===== src/rtl/bcd_pkg.sv =====
// Shared BCD types, constants and conversion helpers for the BCD counter.
package bcd_pkg;

  typedef logic [3:0] bcd_digit_t;

  localparam bcd_digit_t BCD_MAX_DIGIT  = 4'd9;
  localparam int         BCD_MAX_DIGITS = 4;

  // Converts a non-negative integer into packed BCD, digit 0 in [3:0].
  // Used at elaboration time to turn the MAX_VAL parameter into a BCD limit.
  function automatic logic [4*BCD_MAX_DIGITS-1:0] int_to_bcd(input int value);
    logic [4*BCD_MAX_DIGITS-1:0] result;
    int                          rem;
    result = '0;
    rem    = value;
    for (int i = 0; i < BCD_MAX_DIGITS; i++) begin
      result[4*i +: 4] = 4'(rem % 10);
      rem              = rem / 10;
    end
    return result;
  endfunction

endpackage


===== src/rtl/bcd_digit_cell.sv =====
// One BCD decade: increments or decrements its digit when the carry/borrow
// input is set and reports a carry/borrow out when it rolls over (9->0 or 0->9).
module bcd_digit_cell
  import bcd_pkg::*;
(
  input  logic [3:0] i_digit,
  input  logic       i_up,
  input  logic       i_cin,
  output logic [3:0] o_digit,
  output logic       o_cout
);

  // Decade step with decimal rollover; holds the digit when no carry arrives.
  always_comb begin
    // NOTE: every output gets a default before any branch so no latch is inferred.
    o_digit = i_digit;
    o_cout  = 1'b0;
    if (i_cin) begin
      if (i_up) begin
        if (i_digit >= BCD_MAX_DIGIT) begin
          o_digit = '0;
          o_cout  = 1'b1;
        end else begin
          o_digit = i_digit + 4'd1;
        end
      end else begin
        if (i_digit == '0) begin
          o_digit = BCD_MAX_DIGIT;
          o_cout  = 1'b1;
        end else begin
          o_digit = i_digit - 4'd1;
        end
      end
    end
  end

endmodule


===== src/rtl/bcd_updown_counter.sv =====
// Multi-decade BCD up/down counter with run/direction toggles, a free-running
// prescaler that sets the step rate, synchronous load with clamping, and
// at-limit flags. Define BCD_CNT_WRAP_EN to wrap at the limits (with a
// one-cycle wrap pulse) instead of saturating.
module bcd_updown_counter
  import bcd_pkg::*;
#(
  parameter int DIGITS   = 2,
  parameter int MAX_VAL  = 99,
  parameter int TICK_DIV = 25
) (
  input  logic                  clk,
  input  logic                  rst,
  input  logic                  en_pulse,
  input  logic                  dir_pulse,
  input  logic                  load,
  input  logic [4*DIGITS-1:0]   load_val,
  output logic [4*DIGITS-1:0]   bcd,
  output logic                  run,
  output logic                  dir,
  output logic                  max,
  output logic                  min,
  output logic                  wrap
);

  localparam int                          W           = 4 * DIGITS;
  localparam logic [4*BCD_MAX_DIGITS-1:0] MAX_BCD_ALL = int_to_bcd(MAX_VAL);
  localparam logic [W-1:0]                MAX_BCD     = MAX_BCD_ALL[W-1:0];

  logic [TICK_DIV-1:0] r_presc;
  logic [W-1:0]        r_bcd;
  logic                r_run;
  logic                r_dir;

  logic                w_tick;
  logic [DIGITS:0]     w_carry;
  logic [W-1:0]        w_stepped;
  logic [W-1:0]        w_load_digits;
  logic [W-1:0]        w_load_clamped;
  logic [W-1:0]        w_next_bcd;
  logic                w_at_max;
  logic                w_at_zero;
  logic                w_unused_carry;

  assign w_tick    = &r_presc;
  assign w_at_max  = (r_bcd == MAX_BCD);
  assign w_at_zero = (r_bcd == '0);

  // The ripple out of the top decade is not needed: limits are detected by
  // comparing against MAX_BCD and zero before stepping.
  assign w_unused_carry = w_carry[DIGITS];

  // Decimal carry/borrow chain; the lowest decade always receives the step.
  assign w_carry[0] = 1'b1;
  for (genvar g = 0; g < DIGITS; g++) begin : g_digit
    bcd_digit_cell u_cell (
      .i_digit (r_bcd[4*g +: 4]),
      .i_up    (r_dir),
      .i_cin   (w_carry[g]),
      .o_digit (w_stepped[4*g +: 4]),
      .o_cout  (w_carry[g+1])
    );
  end

  // Load value sanitising: clamp each digit to 9, then the whole value to MAX_VAL.
  // Valid packed BCD orders the same as its binary reading, so a plain compare works.
  always_comb begin
    w_load_digits = load_val;
    for (int i = 0; i < DIGITS; i++) begin
      if (load_val[4*i +: 4] > BCD_MAX_DIGIT) begin
        w_load_digits[4*i +: 4] = BCD_MAX_DIGIT;
      end
    end
    w_load_clamped = (w_load_digits > MAX_BCD) ? MAX_BCD : w_load_digits;
  end

  // Next count: load wins, otherwise step on a running tick, handling the limits.
  always_comb begin
    w_next_bcd = r_bcd;
    if (load) begin
      w_next_bcd = w_load_clamped;
    end else if (w_tick && r_run) begin
      if (r_dir) begin
        if (w_at_max) begin
`ifdef BCD_CNT_WRAP_EN
          w_next_bcd = '0;
`else
          w_next_bcd = r_bcd;
`endif
        end else begin
          w_next_bcd = w_stepped;
        end
      end else begin
        if (w_at_zero) begin
`ifdef BCD_CNT_WRAP_EN
          w_next_bcd = MAX_BCD;
`else
          w_next_bcd = r_bcd;
`endif
        end else begin
          w_next_bcd = w_stepped;
        end
      end
    end
  end

  // Prescaler, count and run/direction state; toggles use the pre-edge values.
  always_ff @(posedge clk or negedge rst) begin
    if (!rst) begin
      r_presc <= '0;
      r_bcd   <= '0;
      r_run   <= 1'b0;
      r_dir   <= 1'b1;
    end else begin
      // NOTE: sequential state uses non-blocking assignments so every register
      // samples the pre-edge values of the others.
      r_presc <= r_presc + TICK_DIV'(1);
      r_bcd   <= w_next_bcd;
      if (en_pulse)  r_run <= ~r_run;
      if (dir_pulse) r_dir <= ~r_dir;
    end
  end

`ifdef BCD_CNT_WRAP_EN
  logic r_wrap;
  logic w_next_wrap;

  // Wrap fires only on a running tick at the limit in the current direction.
  always_comb begin
    w_next_wrap = 1'b0;
    if (!load && w_tick && r_run) begin
      w_next_wrap = r_dir ? w_at_max : w_at_zero;
    end
  end

  // One-cycle wrap pulse, aligned with the wrapped count value.
  always_ff @(posedge clk or negedge rst) begin
    if (!rst) begin
      r_wrap <= 1'b0;
    end else begin
      r_wrap <= w_next_wrap;
    end
  end

  assign wrap = r_wrap;
`else
  assign wrap = 1'b0;
`endif

  assign bcd = r_bcd;
  assign run = r_run;
  assign dir = r_dir;
  assign max = w_at_max & r_dir;
  assign min = w_at_zero & ~r_dir;

endmodule


===== config.mk =====
export PLATFORM = sky130hd
export DESIGN_NAME = bcd_updown_counter
export DESIGN_NICKNAME = d
export VERILOG_FILES = /design/src/rtl/bcd_pkg.sv /design/src/rtl/bcd_digit_cell.sv /design/src/rtl/bcd_updown_counter.sv
export SDC_FILE = /design/constraint.sdc
export NUM_CORES = 1
export LEC_CHECK = 0
export CAP_MARGIN = 40
export CORE_UTILIZATION = 55
export CTS_CLUSTER_DIAMETER = 30
export DETAILED_ROUTE_END_ITERATION = 7
export PLACE_DENSITY = 0.83
export REMOVE_ABC_BUFFERS = 1
export SYNTH_ARGS = -nofsm -noshare
export SYNTH_HDL_FRONTEND = slang
export SYNTH_SLANG_ARGS = --single-unit

===== constraint.sdc =====
create_clock -name clk -period 2.95 [get_ports clk]
set_input_delay 0.59 -clock clk [delete_from_list [all_inputs] [get_ports clk]]
set_output_delay 0.59 -clock clk [all_outputs]
set_load 0.05 [all_outputs]

; Word level (Yosys, flattened, before mapping)
; Index checks and enable logic that the tools add are counted.
[classes]
n_addsub = 5
magnitude_cmp = 5
n_eq_ne = 3
n_mux = 18
n_bitwise = 4
reduce_logical = 7
[op_table]
columns = op, n
row1 = $mux W8, 6
row2 = $mux W4, 9
row3 = $add A25 B1 Y25 const B, 1
row4 = $reduce_and A25 Y1, 1
row5 = $add A4 B1 Y4 const B, 2
row6 = $eq A8 B8 Y1 const B, 1
row7 = $ge A4 B4 Y1 const B, 2
row8 = $gt A4 B4 Y1 const B, 2
row9 = $gt A8 B8 Y1 const B, 1
row10 = $logic_not A4 Y1, 2
row11 = $logic_not A8 Y1, 1
row12 = $sub A4 B1 Y4 const B, 2
row13 = $ne A3 B3 Y1 const B, 2
row14 = $mux W1, 3
row15 = $reduce_and A3 Y1, 1
row16 = $and A1 B1 Y1, 2
row17 = $not A1 Y1, 2
row18 = $reduce_bool A2 Y1, 1
row19 = $logic_and A1 B1 Y1, 1
[totals]
regBits = 35
output_inout_bits = 13
elab_cells = 46

; Logic depth before layout (Yosys ltp)
; Gate-level depths: netlist of the first run.
[logic_depth]
word_depth = 8
mapped_depth = 7
depth_no_buf = 7

; Hierarchy
; From an unflattened synthesis of the first run, not the netlist that was laid out.
[unflattened]
hier_cells = 233
hier_area_um2 = 2247.2
[modules_own_cells]
columns = mod, instances, cells_each, area_per_inst_um2
row1 = bcd_updown_counter, 1, 157, 1666.6
row2 = bcd_digit_cell, 2, 38, 290.3

; Worst setup path before layout of the first run
; OpenSTA, ideal clock, no wires.
[synth_timing]
path_kind = register to register
startpoint = reg r_bcd[5] (netlist: bcd[5])
endpoint = reg r_bcd[1] (netlist: bcd[1])
setup_time_ns = 0.077
t_arrival_ns = 2.898
required_ns = 2.873
slack_ns = -0.024
path_stages_with_launch = 8
path_cell_list = dfrtp_1 inv_1 ha_1 or3b_2 nor2b_1 nor4_4 mux2_1 o21ai_1
[synth_via]
elab_chain_len = 3
[synth_lines]
columns = item, line_no
row1 = from (decl), bcd_updown_counter.sv:31  ; logic [W-1:0] r_bcd;
row2 = from (signal assigned), bcd_updown_counter.sv:118  ; r_bcd <= w_next_bcd;
row3 = $eq A8 B8 Y1 or $logic_not A8 Y1 (tied branches), "bcd_updown_counter.sv:46, bcd_updown_counter.sv:47"
row4 = $ne A3 B3 Y1 (no source line), n/a
row5 = $reduce_and A3 Y1 (no source line) (*), n/a
; Every way passes the cells marked *; elsewhere a longest branch is shown, timed or not.
; A chain may end at the register's enable or synchronous reset.

; Worst setup path in the final report of the first run
[layout_timing]
startpoint = reg r_bcd[0] (netlist: bcd[0])
endpoint = out min
[layout_via]
elab_chain_len = 2
[layout_lines]
columns = item, line_no
row1 = $logic_not A8 Y1, bcd_updown_counter.sv:47  ; assign w_at_zero = (r_bcd == '0);
row2 = $and A1 B1 Y1, bcd_updown_counter.sv:154  ; assign min = w_at_zero & ~r_dir;
row3 = to (decl), bcd_updown_counter.sv:22  ; output logic min,
; No other way between the ends.

==> run metrics, run 1 <==
status=finished clean; P per Cell Area=562 nW/um2; maximum vdd ir drop=0.355 mV; CTS tree=yes; max-cap viol count=0; GPL Wtd Cong=0.820; Worst-Skew Late Latency=0.28 ns; crit path time final=2.74 ns; area delta synth->final=21.5%; Worst Path Required=2.36 ns; Main synth FF type=dfrtp_1; commonest cells after routing, fill and taps aside=dfrtp_1, clkdlybuf4s50_1, nand2_1, nor2_1; setup TNS=0 ns; vias in the first global route=1655; Ys Warns=0; CTS H-tree lvls=2; Antenna Violating Nets Remaining=0; I/O pin total=26; Seq/Total Area, Yosys=0.426; Yosys cell types=53; fmax=365 MHz; CTS max path bufs=2; nets@finish=257; Routed WL=4050 um; via count=1618; Worst EP arrival=2.15 ns; post-synthesis cell count=210; initial cell density of the core=0.593; crit path max fanout=8; Final Skew=0.00616 ns; GRT overflow=0; ratio of final minimum period to clock period=0.929; Hold Vio Cnt, Final=0; total CTS buffers=5; Die Wd=63.2 um; number of fillers in the final layout=259; gr usage total=0.232; layout cells sized above 1=0.105; largest net degree at the start of global routing=36; non-filler cells, final=284; clock sinks=35; Avg Cell Area, Syn=9.80 um2; FFs w/ async S/R, synth=1.00; total power=1.41 mW; Initial DRC Count=124; Root Buffer=clkbuf_8; vias per inst=5.70; clk slew on worst S/H paths=0.07 ns; Netlist Area Pre-Place=2060 um2; Die ar.=3990 um2; Post-synth EDFFs=0; hpwl dp=2840 um; placed cells=276; Hold-fix buffers, CTS=0; Rel. slew slack=0.659; std cell rows=21; PortBufs=24; Slew @ Worst Pin=0.510 ns; RSZ-0062 raised after global routing=no; Core Footprint=3470 um2; LEAKAGE=1.05 nW; post-layout util=0.721; CP endpoint kind=output port; HP Class=reg -> reg; setup violators final=0; first-pass GRT wire length=7200 um; initial antenna violation count=0; type of the worst setup path=reg -> out; Hold WS=0.464 ns; DRT Pass-1 Iters=4; die height=63.2 um; post-DR wirelength/cell=14.3 um; drt drc=0; startpoint type of the worst setup path=flop; Diodes inserted=0; most common cell after layout, fill and taps aside=dfrtp_1; flops & latches, synth=35; max-slew violations=0
-- flip-flops by register name, summed over array words and instances, names as in the netlist --
name,cells
r_presc,25
bcd,8
run,1
dir,1
-- cells in the mapped netlist (3+ instances only) --
library cell	number	area, um2
a21oi_1	6	30.0
ha_1	7	87.6
nor2_1	18	67.6
mux2i_1	6	60.1
clkbuf_1	4	15.0
o21ai_0	4	20.0
a211oi_1	3	22.5
xnor2_1	12	105
inv_1	13	48.8
nand3_1	10	50.1
nand2_1	18	67.6
nor3_1	5	25.0
nand4_1	5	31.3
xor2_1	13	114
dfrtp_1	34	851
nor4_1	3	18.8
o21ai_1	5	25.0
-- kinds of logic (layout without fill, tap and decap cells) --
kind of cell / count (synthesis) / count (layout) / share of synthesized area
AO/OA/AOI/OAI: 33 / 33 / 0.106
flip-flops: 35 / 35 / 0.426
other: 1 / 1 / 0.00182
AND/OR/NAND/NOR: 83 / 83 / 0.246
buffers and inverters: 19 / 47 / 0.0365
multiplexers: 7 / 7 / 0.0347
adder cells (fa/ha/maj): 7 / 7 / 0.0426
XOR/XNOR: 25 / 25 / 0.106
-- what timing repair did --
action                                  CTS  global route
endpoints found under the setup margin    0             1
setup buffers                             0             0
resized for setup                         0             1
-- path summary, 6_finish.rpt --
path	from	to	slack, ns	cells after the start
max	bcd[0]	min	0.21	5
min	r_presc[0]	r_presc[0]	0.46	1
max reg2reg	r_presc[0]	bcd[7]	0.41	6
min reg2reg	r_presc[0]	r_presc[0]	0.46	1
max in group asynchronous	rst	dir	1.91	2
min in group asynchronous	rst	bcd[7]	0.71	2
-- per-stage QoR --
| step | setup slack (ns) | area, um2 |
|---|---|---|
| CTS | 0.0926 | 2500 |
| global route | 0.0575 | 2500 |
| floorplan | -0.0238 | 2030 |
| global placement | 0.498 | 2360 |
| detailed placement | 0.443 | 2360 |
| finish | 0.209 | 2500 |
-- critical path, cell delays in order (launching register included) --
cell and delay (ns):
dfrtp_1 0.46, inv_1 0.11, ha_1 0.27, nor4b_1 0.45, nor2b_2 0.40, buf_12 0.18
-- routing by layer --
layer,share of wire,GRT usage,wire [um],vias up
li1,-,-,-,791
met1,0.43,0.265,1750,786
met2,0.52,0.409,2110,33
met3,0.031,0.0725,125,8
met4,0.016,0.0739,64,0
met5,0,0,0,-
-- power breakdown --
part | total [mW] | leakage [nW] | switching [mW] | internal, mW
Sequential | 0.578 | 0.455 | 0.0678 | 0.510
Combinational | 0.320 | 0.528 | 0.186 | 0.134
Clock | 0.509 | 0.0654 | 0.171 | 0.338
-- final cells by class --
type                       instances  area [um2]  area share
clock buffer                       6        72.6      0.0290
clock inverter                     2        60.1      0.0240
inverter                          13        48.8      0.0195
multi-input combinational        156        1110       0.443
sequential                        35         877       0.351
tap                               46        57.6      0.0230
timing repair buffer              26         275       0.110
No activity file was read; power rests on OpenSTA's default activity.
==> run 2: changes to the inputs <==
--- a/config.mk
+++ b/config.mk
@@ -6,10 +6,12 @@
 export NUM_CORES = 1
 export LEC_CHECK = 0
 export CAP_MARGIN = 40
-export CORE_UTILIZATION = 55
+export CELL_PAD_IN_SITES_DETAIL_PLACEMENT = 0
+export CELL_PAD_IN_SITES_GLOBAL_PLACEMENT = 1
+export CORE_UTILIZATION = 43
 export CTS_CLUSTER_DIAMETER = 30
 export DETAILED_ROUTE_END_ITERATION = 7
-export PLACE_DENSITY = 0.83
+export PLACE_DENSITY = 0.84
 export REMOVE_ABC_BUFFERS = 1
 export SYNTH_ARGS = -nofsm -noshare
 export SYNTH_HDL_FRONTEND = slang
==> constraint.sdc (replaced) <==
create_clock -name clk -period 2.85 [get_ports clk]
set_input_delay 0.57 -clock clk [delete_from_list [all_inputs] [get_ports clk]]
set_output_delay 0.57 -clock clk [all_outputs]
set_load 0.05 [all_outputs]
==> run 2 against run 1 <==
  * The run now ends with DRC left
  * Combinational power is 5% higher
  * Cell area decreased by 0.95%
  * First-iteration DRC count shrank 34%
  * Clock power fell by 34%
  * Via count down 1.6%
  * Core utilization fell by 17 points
  * Clock skew increased by 0.0039 ns
  * Register-to-register slack gained 0.17 ns
  * Die area rose by 27%
  * Non-clock buffer count up 2
  * Worst hold slack lost 0.010 ns
  * Flip-flop and latch count unchanged
  * Critical path type unchanged
  * Largest power group unchanged
==> run metrics, run 2 (synthesis gave the netlist of run 1 again) <==
HP Class=reg -> reg; grt met1 use=0.230; worst slack, placed=0.278 ns; reg2reg end=bcd[1]; Rel. slew slack=0.652; max reg flops=25; type of the worst setup path=reg -> out; CP endpoint kind=output port; Hold Vio Cnt, Final=0; Final Skew=0.0101 ns; Worst Path Required=2.28 ns; LEAKAGE=1.03 nW; R2R Setup Slk=0.58 ns; Antenna Violating Nets Remaining=0; hold path depth=1; gr usage total=0.173; Initial DRC Count=82; busiest layer in global routing=met2; std cell rows=24; status=finished with violations; Hold EP=r_presc[0]; area delta synth->final=20.3%; CTS H-tree lvls=2; PortBufs=24; startpoint type of the worst setup path=flop; Core Footprint=4470 um2; first-pass GRT wire length=6870 um; via count=1592; Reg with most FFs=r_presc; hpwl dp=2900 um; Diodes inserted=0; P per Cell Area=512 nW/um2; total CTS buffers=5; Hold-fix buffers, CTS=0; met2 global-route usage=0.283; fmax=378 MHz; Worst EP arrival=2.08 ns; post-DR wirelength/cell=13.3 um; vias in the first global route=1512; GRT overflow=0; number of fillers in the final layout=409; reg2reg start=bcd[4]; worst setup margin=0.204 ns; crit path time final=2.65 ns; most common cell after layout, fill and taps aside=dfrtp_1; Routed WL=3880 um; Die Wd=71.2 um; vias per inst=5.45; max-slew violations=0; drt drc=2; maximum vdd ir drop=0.328 mV; clock sinks=35; nets@finish=259; Slew @ Worst Pin=0.521 ns; largest net degree at the start of global routing=36; Root Buffer=clkbuf_8; DRT Pass-1 Iters=6; ratio of final minimum period to clock period=0.929; initial cell density of the core=0.460; total power=1.27 mW; Hold WS=0.454 ns; crit path max fanout=10; Die ar.=5070 um2; layout cells sized above 1=0.108; max-cap viol count=0; CTS max path bufs=2; setup violators final=0; RSZ-0062 raised after global routing=no; failing checks=DRC; die height=71.2 um; initial antenna violation count=0; Worst-Skew Late Latency=0.28 ns; clk slew on worst S/H paths=0.07 ns; I/O pin total=26; GPL Wtd Cong=0.770; reg2reg path depth=7; CTS tree=yes; commonest cells after routing, fill and taps aside=dfrtp_1, clkdlybuf4s50_1, nand2_1, nor2_1; worst hold start=r_presc[0]; grt met3 use=0.0399
==> run 2: cell types whose count changed in the layout (fill, tap and decap cells not counted) <==
cell / change
buf_4: +2
bufinv_16: -2
clkbuf_1: +2
nor4b_1: -1
nor4b_2: +1
==> run 2: power breakdown <==
group          total, mW  internal [mW]  switching (mW)
clock              0.334          0.173           0.161
combinational      0.336          0.141           0.195
sequential         0.597          0.528          0.0691
total               1.27          0.843           0.424
==> run 2: timing repair <==
item | in CTS | in global routing
gates resized for setup | 1 | 1
setup buffers | 0 | 0
cloned | 0 | 0
setup endpoints to repair | 1 | 1
pin swaps | 0 | 0
==> run 2: layout make-up <==
| class | count | area, um2 | area share |
|---|---|---|---|
| Tap cell | 52 | 65.1 | 0.0263 |
| Clock buffer | 8 | 80.1 | 0.0323 |
| Inverter | 13 | 48.8 | 0.0197 |
| Multi-Input combinational cell | 156 | 1110 | 0.450 |
| Timing Repair Buffer | 28 | 290 | 0.117 |
| Sequential cell | 35 | 877 | 0.354 |
==> run 2: metrics by stage <==
step	TNS, ns	util	std cells	instance area (um2)
floorplan	-0.212	-	204	2030
global placement	0	0.534	284	2390
detailed placement	0	0.534	284	2390
CTS	0	0.552	292	2470
global route	0	0.553	292	2480
finish	0	0.553	292	2480
==> run 2: per-layer routing <==
metal,vias to the layer above,part of all wire
met4,0,0.0077
met1,754,0.47
met2,39,0.48
met5,-,0
li1,796,-
met3,3,0.046
==> run 2: how the worst max path moves through the flow <==
stage / from / end / slack, ns
after detailed placement: bcd[0] / min / 0.28
after global routing: bcd[0] / min / 0.07
after global placement: bcd[4] / min / 0.43
after CTS: bcd[0] / min / 0.06
after floorplan: bcd[5] / bcd[1] / -0.12
final: bcd[4] / min / 0.20
==> run 2: critical path, cell delays in order (launching register included) <==
cell,delay (ns)
dfrtp_1,0.48
inv_1,0.09
ha_1,0.25
or3b_2,0.51
nor2b_2,0.28
buf_12,0.18
